===== config.mk =====
export PLATFORM = sky130hd
export DESIGN_NAME = fifo_stream_reader_flat
export DESIGN_NICKNAME = d
export VERILOG_FILES = /design/src/rtl/fifo_stream_reader_if.sv /design/src/rtl/fifo_stream_reader.sv /design/src/flat_wrapper.sv
export SDC_FILE = /design/constraint.sdc
export NUM_CORES = 1
export LEC_CHECK = 0
export CORE_MARGIN = 4
export CORE_UTILIZATION = 44
export DETAILED_ROUTE_END_ITERATION = 8
export PLACE_DENSITY = 0.84
export SLEW_MARGIN = 20
export SYNTH_ARGS = -nofsm -noshare
export SYNTH_HDL_FRONTEND = slang
export SYNTH_SLANG_ARGS = --single-unit
export TNS_END_PERCENT = 5

===== constraint.sdc =====
create_clock -name clk -period 2.52 [get_ports clk]
set_clock_uncertainty 0.1 [all_clocks]
set_input_delay 0.378 -clock clk [delete_from_list [all_inputs] [get_ports clk]]
set_output_delay 0.378 -clock clk [all_outputs]
set_load 0.01 [all_outputs]

===== src/rtl/fifo_stream_reader_if.sv =====
// Handshake bundle between a FIFO read port, the stream reader and its consumer.
// master = the reader (drives fifo_r_en, m_valid, m_data); slave = the FIFO/consumer side.
interface fifo_stream_reader_if #(
  parameter int DATA_WIDTH = 4
);
  logic                  fifo_empty;
  logic [DATA_WIDTH-1:0] fifo_rdata;
  logic                  fifo_r_en;
  logic                  m_valid;
  logic [DATA_WIDTH-1:0] m_data;
  logic                  m_ready;

  // Stream side: a word transfers on any rising edge where m_valid && m_ready;
  // m_valid/m_data stay stable until that transfer happens.
  modport master (
    input  fifo_empty,
    input  fifo_rdata,
    output fifo_r_en,
    output m_valid,
    output m_data,
    input  m_ready
  );

  modport slave (
    output fifo_empty,
    output fifo_rdata,
    input  fifo_r_en,
    input  m_valid,
    input  m_data,
    output m_ready
  );
endinterface


===== src/rtl/fifo_stream_reader.sv =====
// Drains a 1-cycle-latency synchronous FIFO into a valid/ready stream via a 2-entry skid buffer.
// Optional transfer counter rd_count is compiled in with `define READ_COUNT_EN.
module fifo_stream_reader #(
  parameter int DATA_WIDTH = 4,
  parameter int CNT_WIDTH  = 16
) (
  input  logic                 clk,
  input  logic                 rst,
  fifo_stream_reader_if.master bus,
`ifdef READ_COUNT_EN
  output logic [CNT_WIDTH-1:0] rd_count,
`endif
  output logic [1:0]           dbg_occ,
  output logic                 dbg_pend
);

  typedef enum logic [1:0] {
    EMPTY = 2'd0,
    ONE   = 2'd1,
    TWO   = 2'd2
  } occ_e;

  occ_e                  occ, occ_next;
  logic                  pend;
  logic                  valid_q;
  logic [DATA_WIDTH-1:0] head, tail, head_next, tail_next;
  logic                  pop;
  logic                  r_en;
  logic [2:0]            level;

  assign pop = valid_q && bus.m_ready;

  always_comb begin
    occ_next  = occ;
    head_next = head;
    tail_next = tail;
    // Words held after this edge: buffered + in flight - leaving.
    level = {1'b0, occ} + {2'b00, pend} - {2'b00, pop};
    r_en  = !rst && !bus.fifo_empty && (level < 3'd2);

    case (level)
      3'd0:    occ_next = EMPTY;
      3'd1:    occ_next = ONE;
      default: occ_next = TWO;
    endcase

    if (pop && occ == TWO) head_next = tail;
    // The captured word lands in whichever slot is first free after the pop.
    if (pend) begin
      if (level == 3'd1) head_next = bus.fifo_rdata;
      else               tail_next = bus.fifo_rdata;
    end
  end

  always_ff @(posedge clk) begin
    if (rst) begin
      occ     <= EMPTY;
      pend    <= 1'b0;
      valid_q <= 1'b0;
      head    <= '0;
      tail    <= '0;
    end else begin
      occ     <= occ_next;
      pend    <= r_en;
      valid_q <= (occ_next != EMPTY);
      head    <= head_next;
      tail    <= tail_next;
    end
  end

  assign bus.fifo_r_en = r_en;
  assign bus.m_valid   = valid_q;
  assign bus.m_data    = head;
  assign dbg_occ       = occ;
  assign dbg_pend      = pend;

`ifdef READ_COUNT_EN
  always_ff @(posedge clk) begin
    if (rst)      rd_count <= '0;
    else if (pop) rd_count <= rd_count + 1'b1;
  end
`else
  // Keeps CNT_WIDTH referenced when the counter is compiled out.
  if (CNT_WIDTH < 1) begin : g_cnt_width_unused
  end
`endif

endmodule


===== src/flat_wrapper.sv =====
// flat-port wrapper written by rule: the top's interface ports become plain ports
module fifo_stream_reader_flat 
#(
  parameter int DATA_WIDTH = 4,
  parameter int CNT_WIDTH  = 16
)
  (clk, rst, dbg_occ, dbg_pend, bus_fifo_empty, bus_fifo_rdata, bus_fifo_r_en, bus_m_valid, bus_m_data, bus_m_ready);
  fifo_stream_reader_if #(.DATA_WIDTH(DATA_WIDTH)) bus_i ();
  input  logic clk;
  input  logic rst;
  output logic [1:0] dbg_occ;
  output logic dbg_pend;
  input wire logic [$bits(bus_i.fifo_empty)-1:0] bus_fifo_empty;
  input wire logic [$bits(bus_i.fifo_rdata)-1:0] bus_fifo_rdata;
  output wire logic [$bits(bus_i.fifo_r_en)-1:0] bus_fifo_r_en;
  output wire logic [$bits(bus_i.m_valid)-1:0] bus_m_valid;
  output wire logic [$bits(bus_i.m_data)-1:0] bus_m_data;
  input wire logic [$bits(bus_i.m_ready)-1:0] bus_m_ready;
  assign bus_i.fifo_empty = bus_fifo_empty;
  assign bus_i.fifo_rdata = bus_fifo_rdata;
  assign bus_fifo_r_en = bus_i.fifo_r_en;
  assign bus_m_valid = bus_i.m_valid;
  assign bus_m_data = bus_i.m_data;
  assign bus_i.m_ready = bus_m_ready;
  fifo_stream_reader #(.DATA_WIDTH(DATA_WIDTH), .CNT_WIDTH(CNT_WIDTH)) u_core (.clk(clk), .rst(rst), .bus(bus_i), .dbg_occ(dbg_occ), .dbg_pend(dbg_pend));
endmodule

Word-level counts from Yosys, hierarchy flattened
Index checks and enable logic that the tools add are counted.
Storage, ports and cells
  register bits: 12
  input bits: 8
  output and inout port bits: 9
  word-level logic and storage cells: 24
Operators by class
  $add $sub $neg: 2
  $lt $le $gt $ge: 1
  equality and inequality tests: 2
  multiplexer cells: 4
  bitwise gates (word level): 1
  reduce and logical (&&, ||, !) cells: 9
Operators with widths (number)
  $mux 4: 3
  $logic_and 1x1->1: 4
  $pmux 2 s2: 1
  $add 2x1->3: 1
  $eq 3x1->1 const B: 1
  $logic_not 3->1: 1
  $lt 3x2->1 const B: 1
  $sub 3x1->3: 1
  $eq 2x2->1 const B: 1
  $logic_not 1->1: 2
  $reduce_and 2->1: 1
  $reduce_bool 2->1: 1
  $not 1->1: 1

Longest topological paths before layout
Gate-level depths: netlist of the first run.
  depth in word-level cells: 5
  mapped depth: 8
  gate-level depth less buffers: 8

Worst setup path after synthesis of the first run
OpenSTA, ideal clock, no wires.
  path kind: input port to output port
  start point: in bus_m_ready
  end point: out bus_fifo_r_en
  arrival time: 1.959 ns
  data required time: 2.042 ns
  setup slack: 0.083 ns
  stages: 7
  buffers on the path: 0
  path through: and2_1 ha_1 inv_1 ha_1 fa_1 xnor2_2 nor4_1
Between the ends
  longest elaborated chain between the ends: 4
RTL lines
  start: declaration: line flat_wrapper.sv:18  | input wire logic [$bits(bus_i.m_ready)-1:0] bus_m_ready;
  $logic_and 1x1->1: line fifo_stream_reader.sv:31  | assign pop = valid_q && bus.m_ready;
  $sub 3x1->3: line fifo_stream_reader.sv:38  | level = {1'b0, occ} + {2'b00, pend} - {2'b00, pop};
  $lt 3x2->1: line fifo_stream_reader.sv:39  | r_en = !rst && !bus.fifo_empty && (level < 3'd2);
  $logic_and 1x1->1: line fifo_stream_reader.sv:39
  end: declaration: line flat_wrapper.sv:15  | output wire logic [$bits(bus_i.fifo_r_en)-1:0] bus_fifo_r_en;
No other way between the ends.

Worst setup path in the final report of the first run
  start point: reg u_core.valid_q, in the netlist u_core.bus.m_valid
  end point: out bus_fifo_r_en
Between the ends
  longest elaborated chain between the ends: 4
RTL lines
  start: declaration: line fifo_stream_reader.sv:25  | logic valid_q;
  start signal: assignment: line fifo_stream_reader.sv:65  | valid_q <= (occ_next != EMPTY);
  $logic_and 1x1->1: line fifo_stream_reader.sv:31
  $sub 3x1->3: line fifo_stream_reader.sv:38
  $lt 3x2->1: line fifo_stream_reader.sv:39
  $logic_and 1x1->1: line fifo_stream_reader.sv:39
No other way between the ends.

==> results_dict.tcl, run 1 <==
set metrics [dict create \
    clock_path_buffers 2 \
    critPathLaunchType "flop" \
    vdd.ir_drop.worst_v 0.000716 \
    final_cells 98 \
    largest_net_degree_at_the_start_of_global_routing 17 \
    worst_r2r_endpoint "u_core.bus.m_data[1]" \
    arrival_ns 2.04 \
    crit_required_ns 2.04 \
    ff2ff_setup_slack_ns 0.17 \
    layout-drive-gt1-share_pct 28.6 \
    yosys.cell_types.count 18 \
    holdCritStartpoint "u_core.tail[3]" \
    final_core_util_pct 76.1 \
    crit_path_end "bus_fifo_r_en" \
    place.detailed.hpwl_um 1000 \
    minimum_clock_period_ns 2.52 \
    timing.reg2reg.worst_path_depth 9 \
    power_leakage_uw 0.000356 \
    fmax_mhz 397 \
    timing_worst_setup_path_type "reg2out" \
    tritoncts_clock_tree "yes" \
    grt.total_usage_pct 15.7 \
    timing.final.max_slew_violations 0 \
    buffers_on_ports 16 \
    tightestPinTransition_ns 0.326 \
    antenna_left 0 \
    synth_area_in_compound_gates_pct 9.03 \
    worst_r2r_startpoint "u_core.bus.m_valid" \
    antenna-diode-count 0 \
    boundaryPins 17 \
    power-per-cell-area_mw_per_mm2 1030 \
    fp.coreArea_mm2 0.00117 \
    hold_buffers 0 \
    detail_route.iter0.violations 4 \
    grt_antenna_before_repair 0 \
    clk_transition_reported_paths_ns 0.08 \
    status "finished, final reports clean" \
    clock_insertion_delay_worst_skew_ns 0.28 \
    drv.max_cap_violation_count 0 \
    die_x_um 44.4 \
    cts-buffers-inserted 3 \
    critical-path-max-stage-delay_ns 0.44 \
    grt_pass1_vias 550 \
    areaGrowthSynthToFinish_pct 53.1 \
    timing.critical_path.to_type "output pin" \
    gpl.final_weighted_congestion 0.701 \
    synth_simple_gate_area_share_pct 21.5 \
    synthCells 57 \
    maxSlewHeadroom_pct 78.2 \
    layout_worst_path_cycle_share_pct 100 \
    synth_largest_area_cell "sky130_fd_sc_hd__dfxtp_1" \
    postSynthNetCount 68 \
    route.vias.total 513 \
    wire_length_of_the_first_global_routing_pass_um 2210 \
    cp.buffers_inverters 2 \
    share_of_the_synthesized_netlist_area_taken_by_xor_and_xnor_gates_pct 2.80 \
    hold_viol_final 0 \
    synth_adder_area_share_pct 7.74 \
    launch_point_of_the_critical_path "u_core.bus.m_valid" \
    routedWlPerCell_um 13.7 \
    firstDrtPassIters 4 \
    clkSinkCount 12 \
    initial_utilization_pct 49.7 \
    synth_seq_cells 12 \
    critical-path-top-cell-by-count "sky130_fd_sc_hd__ha_4" \
    grt_overflow_total 0 \
    critical_path.cell_chain "and2_4, ha_4, inv_2, ha_4, fa_2, nor4_2, buf_2" \
    fin_nets 96 \
    setup_viol 0 \
    floorplan.die.height_um 44.4 \
    main_combinational_cell_family_by_area_after_synthesis "simple AND/OR/NAND/NOR gates" \
    hold_class "reg2reg" \
    cts-root-buf "sky130_fd_sc_hd__clkbuf_4" \
    floorplan.die_area_mm2 0.00197 \
    grt_setup_unrepaired "true" \
    crit_family "adder cells" \
    remaining_drc_errors 0 \
    synthesis.area_per_instance_um2 10.2 \
    synth_area_um2 582 \
    post_synth_mux_area_share_pct 13.8 \
    route.detailed.vias_per_inst 5.23 \
    yosysWarnings 0 \
    synth-seq-area-share_pct 41.3 \
    dpl.cell_count 94 \
    yosys-top-cells-area "sky130_fd_sc_hd__dfxtp_1 41%, sky130_fd_sc_hd__mux2i_1 14%, sky130_fd_sc_hd__nand2b_1 8.6%" \
    path_max_fanout 2 \
    placementRows 12 \
    worstSetupPathDepth 7 \
    worst_path_max_delay_cell "sky130_fd_sc_hd__fa_2" \
    overall_routed_net_length_um 1350 \
    synth_largest_type_area_fraction_pct 41.3 \
    htree_num_levels 1 \
]
## what timing repair did
| item | in CTS | in global routing |
|---|---|---|
| gates resized for setup | 15 | 2 |
| setup buffers | 0 | 0 |
| pin swaps | 4 | 2 |
| setup endpoints to repair | 9 | 2 |
## worst min path at each step
stage	depth (start not counted)	slack [ns]	endpoint
3_3_place_gp	2	0.36	u_core.tail[1]
6_report	2	0.38	u_core.tail[3]
4_1_cts	2	0.38	u_core.tail[3]
5_1_grt	2	0.42	u_core.tail[3]
2_1_floorplan	2	0.35	u_core.tail[0]
3_5_place_dp	2	0.36	u_core.tail[1]
## cell usage after synthesis (all sizes together)
cell	number
or2	1
nand2b	8
nor4	3
ha	2
and2	1
fa	1
clkbuf	1
a211oi	4
nand3b	1
xnor2	1
dfxtp	12
o31a	1
nor2	2
nor3	4
inv	5
mux2i	8
a21oi	1
nand4b	1
## flip-flops by register name (all words and copies together), names as in the netlist
| register | flops |
|---|---|
| u_core.dbg_occ | 2 |
| u_core.tail | 4 |
| u_core.dbg_pend | 1 |
| u_core.bus.m_valid | 1 |
| u_core.bus.m_data | 4 |
## logic make-up (layout without fill, tap and decap cells)
family,count (synthesis),count (layout)
simple gates,21,21
flops,12,12
mux,8,8
compound gates,6,6
buf+inv,6,33
fa+ha+maj,3,3
xor+xnor,1,1
## per-stage QoR
step / setup WS (ns) / setup TNS [ns] / cell area (um2) / hold slack, ns / power, uW
after floorplan: 0.0834 / 0 / 582 / 0.347 / 508
after detailed placement: -0.728 / -3.63 / 816 / 0.364 / 716
after global placement: -0.686 / -3.33 / 816 / 0.360 / 708
after global routing: -0.0723 / -0.0723 / 891 / 0.417 / 973
final: 0.000133 / 0 / 891 / 0.378 / 918
after CTS: -0.0135 / -0.0135 / 880 / 0.381 / 902
## cells in the final DEF, fill, tap and decap left out, drive strengths merged, types with 2 or more instances in the layout
master,n
nor4,3
dfxtp,12
nand2b,8
mux2i,8
buf,9
nor2,2
inv,5
a211oi,4
ha,2
clkdlybuf4s50,14
clkbuf,4
nor3,4
## power breakdown
part | switching, uW | internal [uW] | total [uW]
combinational | 243 | 264 | 507
clock | 69.3 | 88.0 | 157
sequential | 22.0 | 232 | 254
## worst min-delay path, cell delays in order (launching register included)
cell                       delay, ns
sky130_fd_sc_hd__dfxtp_1        0.32
sky130_fd_sc_hd__nand2b_1       0.06
sky130_fd_sc_hd__mux2i_1        0.05
## layout make-up
class,instances,area [um2]
multi-input cells,39,360
clock buffers,4,36.3
fillers,84,280
repair buffers,24,216
inverters,5,18.8
well taps,14,17.5
flip-flops and latches,12,241
## routing by layer
layer | share of wire, % | vias to the layer above | global-route usage (%)
met2 | 50 | 15 | 29.4
met1 | 43 | 233 | 16.1
li1 | - | 260 | -
met5 | 0 | - | 0
met3 | 4.8 | 5 | 3.66
met4 | 1.9 | 0 | 7.23
No activity file was read; power rests on OpenSTA's default activity.
==> run 2, diff against run 1 <==
- CORE_AREA: unset -> 4 4 41 43
- CORE_MARGIN: 4 -> unset
- CORE_UTILIZATION: 44 -> unset
- DIE_AREA: unset -> 0 0 45 47
- clock period: 2.52 -> 2.95 ns (I/O delays scaled with it)
==> results_dict.tcl, run 2 (same netlist as run 1, synthesis figures left out) <==
set metrics [dict create \
    route.detailed.vias_per_inst 5.29 \
    routedWlPerCell_um 13.5 \
    arrival_ns 2.14 \
    die_x_um 45 \
    grt_antenna_before_repair 0 \
    detail_route.iter0.violations 4 \
    critPathLaunchType "flop" \
    buffers_on_ports 16 \
    worst_r2r_startpoint "u_core.bus.m_valid" \
    largest_net_degree_at_the_start_of_global_routing 17 \
    maxSlewHeadroom_pct 77.9 \
    layout_worst_path_cycle_share_pct 90.9 \
    timing.reg2reg.worst_path_depth 9 \
    layout_commonest_cell "sky130_fd_sc_hd__clkdlybuf4s50_1" \
    tightestPinTransition_ns 0.329 \
    design_power_total_uw 715 \
    fin_worst_hold_slack_ns 0.375 \
    fmax_mhz 373 \
    vdd.ir_drop.worst_v 0.000406 \
    placementRows 13 \
    setup_viol 0 \
    firstDrtPassIters 4 \
    worst_r2r_endpoint "u_core.bus.m_data[3]" \
    floorplan.die_area_mm2 0.00212 \
    wire_length_of_the_first_global_routing_pass_um 1930 \
    antenna_left 0 \
    layout-drive-gt1-share_pct 17.5 \
    clock_path_buffers 2 \
    timing.final.max_slew_violations 0 \
    grt_setup_unrepaired "false" \
    hold_buffers 0 \
    gpl.final_weighted_congestion 0.724 \
    timing_worst_setup_path_type "reg2out" \
    nFillCells 125 \
    number_of_setup_buffers_added_after_cts 0 \
    area_of_all_placed_cells_without_fillers_um2 832 \
    minimum_clock_period_ns 2.68 \
    clkSinkCount 12 \
    overall_routed_net_length_um 1290 \
    drv.max_cap_violation_count 0 \
    placedInstanceArea_um2 787 \
    status "finished, final reports clean" \
    initial_utilization_pct 44.7 \
    multi_input_logic_area_um2 330 \
    tritoncts_clock_tree "yes" \
    boundaryPins 17 \
    area.sequential_um2 240 \
    fin_nets 92 \
    fp.coreArea_mm2 0.00130 \
    route.vias.total 503 \
    worst_hold_path_cell_count 2 \
    crit_required_ns 2.41 \
    htree_num_levels 1 \
    antenna-diode-count 0 \
    clk_transition_reported_paths_ns 0.08 \
    highest_count_cells_in_the_layout_ignoring_fill_and_taps "14 x sky130_fd_sc_hd__clkdlybuf4s50_1, 12 x sky130_fd_sc_hd__dfxtp_1, 8 x sky130_fd_sc_hd__nand2b_1, 8 x sky130_fd_sc_hd__mux2i_1, 5 x sky130_fd_sc_hd__inv_1" \
    floorplan.die.height_um 47 \
    clock_insertion_delay_worst_skew_ns 0.27 \
    cts-root-buf "sky130_fd_sc_hd__clkbuf_4" \
    ff2ff_setup_slack_ns 0.48 \
    grt_pass1_vias 468 \
    launch_point_of_the_critical_path "u_core.bus.m_valid" \
    grt_overflow_total 0 \
    place.detailed.hpwl_um 942 \
    crit_path_end "bus_fifo_r_en" \
    grt.total_usage_pct 12.8 \
    path_max_fanout 3 \
    areaGrowthSynthToFinish_pct 43.0 \
    remaining_drc_errors 0 \
    power-per-cell-area_mw_per_mm2 860 \
    cts-buffers-inserted 3 \
    hold_viol_final 0 \
    power_leakage_uw 0.000340 \
    timing.critical_path.to_type "output pin" \
    hold_class "reg2reg" \
]
==> run 2: changes by cell type in the layout (fill, tap and decap cells not counted), sizes merged <==
cell           change
buf                -4
dlymetal6s2s       +1
clkdlybuf4s15      -1
==> run 2: stage by stage <==
step / TNS (ns) / instances / setup slack (ns) / util, %
floorplan: 0 / 57 / 0.384 / -
finish: 0 / 95 / 0.269 / 63.9
detailed placement: -0.384 / 91 / -0.384 / 60.5
CTS: 0 / 95 / 0.0298 / 62.9
global placement: -0.373 / 91 / -0.367 / 60.5
global route: 0 / 95 / 0.138 / 63.9
==> run 2: area by class of cell <==
class                   count  share of cell area (%)
inverters                   5                    2.26
flip-flops and latches     12                    28.9
repair buffers             20                    22.6
multi-input cells          39                    39.7
clock buffers               4                    4.36
well taps                  15                    2.26
==> run 2: worst min-delay path by stage <==
stage	slack, ns	from	end
detailed placement	0.37	u_core.tail[0]	u_core.tail[0]
finish	0.37	u_core.tail[0]	u_core.tail[0]
CTS	0.38	u_core.tail[0]	u_core.tail[0]
floorplan	0.35	u_core.tail[0]	u_core.tail[0]
global route	0.42	u_core.tail[0]	u_core.tail[0]
global placement	0.36	u_core.tail[2]	u_core.tail[2]
==> run 2: report_power, final <==
part	total [uW]	switching, uW	internal [uW]
combinational	359	176	183
sequential	227	30.0	197
clock	129	54.3	75.0
total	715	260	455
==> run 2: repair_timing <==
item                                   CTS  global route
endpoints found under the hold margin    0             0
pin swaps                                0             4
resized for setup                        5             4
setup endpoints to repair                1             1
==> run 2: critical path, cell delays in order (launching register included) <==
cell	delay, ns
sky130_fd_sc_hd__dfxtp_1	0.32
sky130_fd_sc_hd__and2_1	0.14
sky130_fd_sc_hd__ha_1	0.27
sky130_fd_sc_hd__inv_1	0.04
sky130_fd_sc_hd__ha_2	0.17
sky130_fd_sc_hd__fa_2	0.37
sky130_fd_sc_hd__xnor2_2	0.15
sky130_fd_sc_hd__nor4_2	0.25
sky130_fd_sc_hd__buf_2	0.16
==> run 2: layer usage <==
metal	part of all wire, %	vias up	routed length [um]	track usage [%]
met4	0.31	0	4	7.02
met2	51	21	658	22.6
met1	42	231	542	14.7
met3	6.3	2	81	2.30
li1	-	249	-	-
met5	0	-	0	0
==> run 3, diff against run 2 <==
- RECOVER_POWER: unset -> 25
==> results_dict.tcl, run 3 (same netlist as run 1, synthesis figures left out) <==
set metrics [dict create \
    vdd.ir_drop.worst_v 0.000404 \
    crit_path_end "bus_fifo_r_en" \
    highest_count_cells_in_the_layout_ignoring_fill_and_taps "12 x sky130_fd_sc_hd__dfxtp_1, 9 x sky130_fd_sc_hd__clkdlybuf4s50_1, 8 x sky130_fd_sc_hd__nand2b_1, 8 x sky130_fd_sc_hd__mux2i_1" \
    totalNegativeSetupSlack_ns 0 \
    fin_nets 92 \
    tritoncts_clock_tree "yes" \
    area_of_all_placed_cells_without_fillers_um2 832 \
    ff2ff_setup_slack_ns 0.48 \
    floorplan.die_area_mm2 0.00212 \
    gpl.final_weighted_congestion 0.724 \
    final_cells 95 \
    timing.reg2reg.worst_path_depth 9 \
    hold_class "reg2reg" \
    grt_overflow_total 0 \
    initial_utilization_pct 44.7 \
    layout_worst_path_cycle_share_pct 90.9 \
    multi_input_logic_area_um2 330 \
    share_of_power_burned_in_combinational_logic_pct 49.8 \
    place.detailed.hpwl_um 942 \
    crit_required_ns 2.41 \
    critPathLaunchType "input port" \
    hold_viol_final 0 \
    overall_routed_net_length_um 1280 \
    seqPwrFrac_pct 31.9 \
    wire_length_of_the_first_global_routing_pass_um 1930 \
    cts-buffers-inserted 3 \
    dpl.cell_count 91 \
    switching_power_uw 260 \
    status "finished, final reports clean" \
    htree_num_levels 1 \
    launch_point_of_the_critical_path "bus_m_ready" \
    grt_setup_unrepaired "false" \
    drv.max_cap_violation_count 0 \
    timing.final.max_slew_violations 0 \
    placedInstanceArea_um2 787 \
    arrival_ns 2.14 \
    floorplan.die.height_um 47 \
    setup_viol 0 \
    internal-power_uw 450 \
    critical-path-max-stage-delay_ns 0.37 \
    antenna-diode-count 0 \
    power_leakage_uw 0.000355 \
    area.sequential_um2 240 \
    antenna_left 0 \
    routedWlPerCell_um 13.5 \
    layout_commonest_cell "sky130_fd_sc_hd__dfxtp_1" \
    power.clock.fraction_pct 18.2 \
    layout-drive-gt1-share_pct 17.5 \
    route.vias.total 503 \
    timing_worst_setup_path_type "in2out" \
    buffers_on_ports 16 \
    placementRows 13 \
    path_max_fanout 2 \
    nFillCells 125 \
    worst_r2r_startpoint "u_core.bus.m_valid" \
    die_x_um 45 \
    minimum_clock_period_ns 2.68 \
    tightestPinTransition_ns 0.329 \
    boundaryPins 17 \
    grt_pass1_vias 468 \
    p_sw_share_pct 36.6 \
    detail_route.iter0.violations 4 \
    clock_path_buffers 2 \
    clkSinkCount 12 \
    cts-root-buf "sky130_fd_sc_hd__clkbuf_4" \
    grt.total_usage_pct 12.8 \
    remaining_drc_errors 0 \
    power-per-cell-area_mw_per_mm2 853 \
    maxSlewHeadroom_pct 77.9 \
    clk_transition_reported_paths_ns 0.08 \
    fp.coreArea_mm2 0.00130 \
    pre_cts_ws_ns -0.384 \
    route.detailed.vias_per_inst 5.29 \
    firstDrtPassIters 4 \
    timing.critical_path.to_type "output pin" \
    critical_path.cell_chain "dlymetal6s2s_1, and2_1, ha_1, inv_1, ha_2, fa_2, xnor2_2, nor4_2, buf_2" \
    clock_insertion_delay_worst_skew_ns 0.27 \
    worst_path_max_delay_cell "sky130_fd_sc_hd__fa_2" \
    worst_r2r_endpoint "u_core.bus.m_data[3]" \
    grt_antenna_before_repair 0 \
    fmax_mhz 373 \
    layout_setup_ws_ns 0.270 \
    areaGrowthSynthToFinish_pct 43.0 \
    largest_net_degree_at_the_start_of_global_routing 17 \
]
[run 3: final cells by class]
class / count / share of cell area (%)
Timing Repair Buffer: 20 / 22.6
Tap cell: 15 / 2.26
Multi-Input combinational cell: 39 / 39.7
Clock buffer: 4 / 4.36
Sequential cell: 12 / 28.9
Inverter: 5 / 2.26
[run 3: worst min-delay path by stage]
stage / start / cells past startpoint / endpoint
after floorplan: u_core.tail[0] / 2 / u_core.tail[0]
after global placement: u_core.tail[2] / 2 / u_core.tail[2]
after detailed placement: u_core.tail[0] / 2 / u_core.tail[0]
after CTS: u_core.tail[0] / 2 / u_core.tail[0]
after global routing: u_core.tail[0] / 2 / u_core.tail[0]
final: u_core.tail[0] / 2 / u_core.tail[0]
[run 3: power groups by stage]
stage          registers [uW]  clock network (uW)  logic, uW
3_5_place_dp              231                   0        347
6_report                  227                 129        354
2_1_floorplan             237                   0        196
4_1_cts                   227                 132        346
3_3_place_gp              228                   0        342
5_1_grt                   233                 137        390
[run 3: layer usage]
| layer | routed length [um] | track usage (%) |
|---|---|---|
| met3 | 81 | 2.30 |
| met5 | 0 | 0 |
| met4 | 4 | 7.02 |
| met2 | 658 | 22.6 |
| met1 | 539 | 14.7 |
[run 3: critical path, delay by kind of cell]
family | cells | cell delay [ns]
adders and majority gates | 3 | 0.81
xor gates and xnor gates | 1 | 0.15
buffers and inverters | 3 | 0.33
and+or+nand+nor | 2 | 0.41
[run 3: metrics by stage]
step	util, %	power, uW	hold slack [ns]
floorplan	-	434	0.347
finish	63.9	710	0.375
detailed placement	60.5	578	0.367
CTS	62.9	705	0.382
global placement	60.5	570	0.361
global route	63.9	759	0.416
[run 3: timing repair]
| action | CTS | global route |
|---|---|---|
| gates resized for setup | 5 | 4 |
| pin swaps | 0 | 4 |
| hold buffers | 0 | 0 |
| buffers inserted | 0 | 0 |
| endpoints found under the setup margin | 1 | 1 |
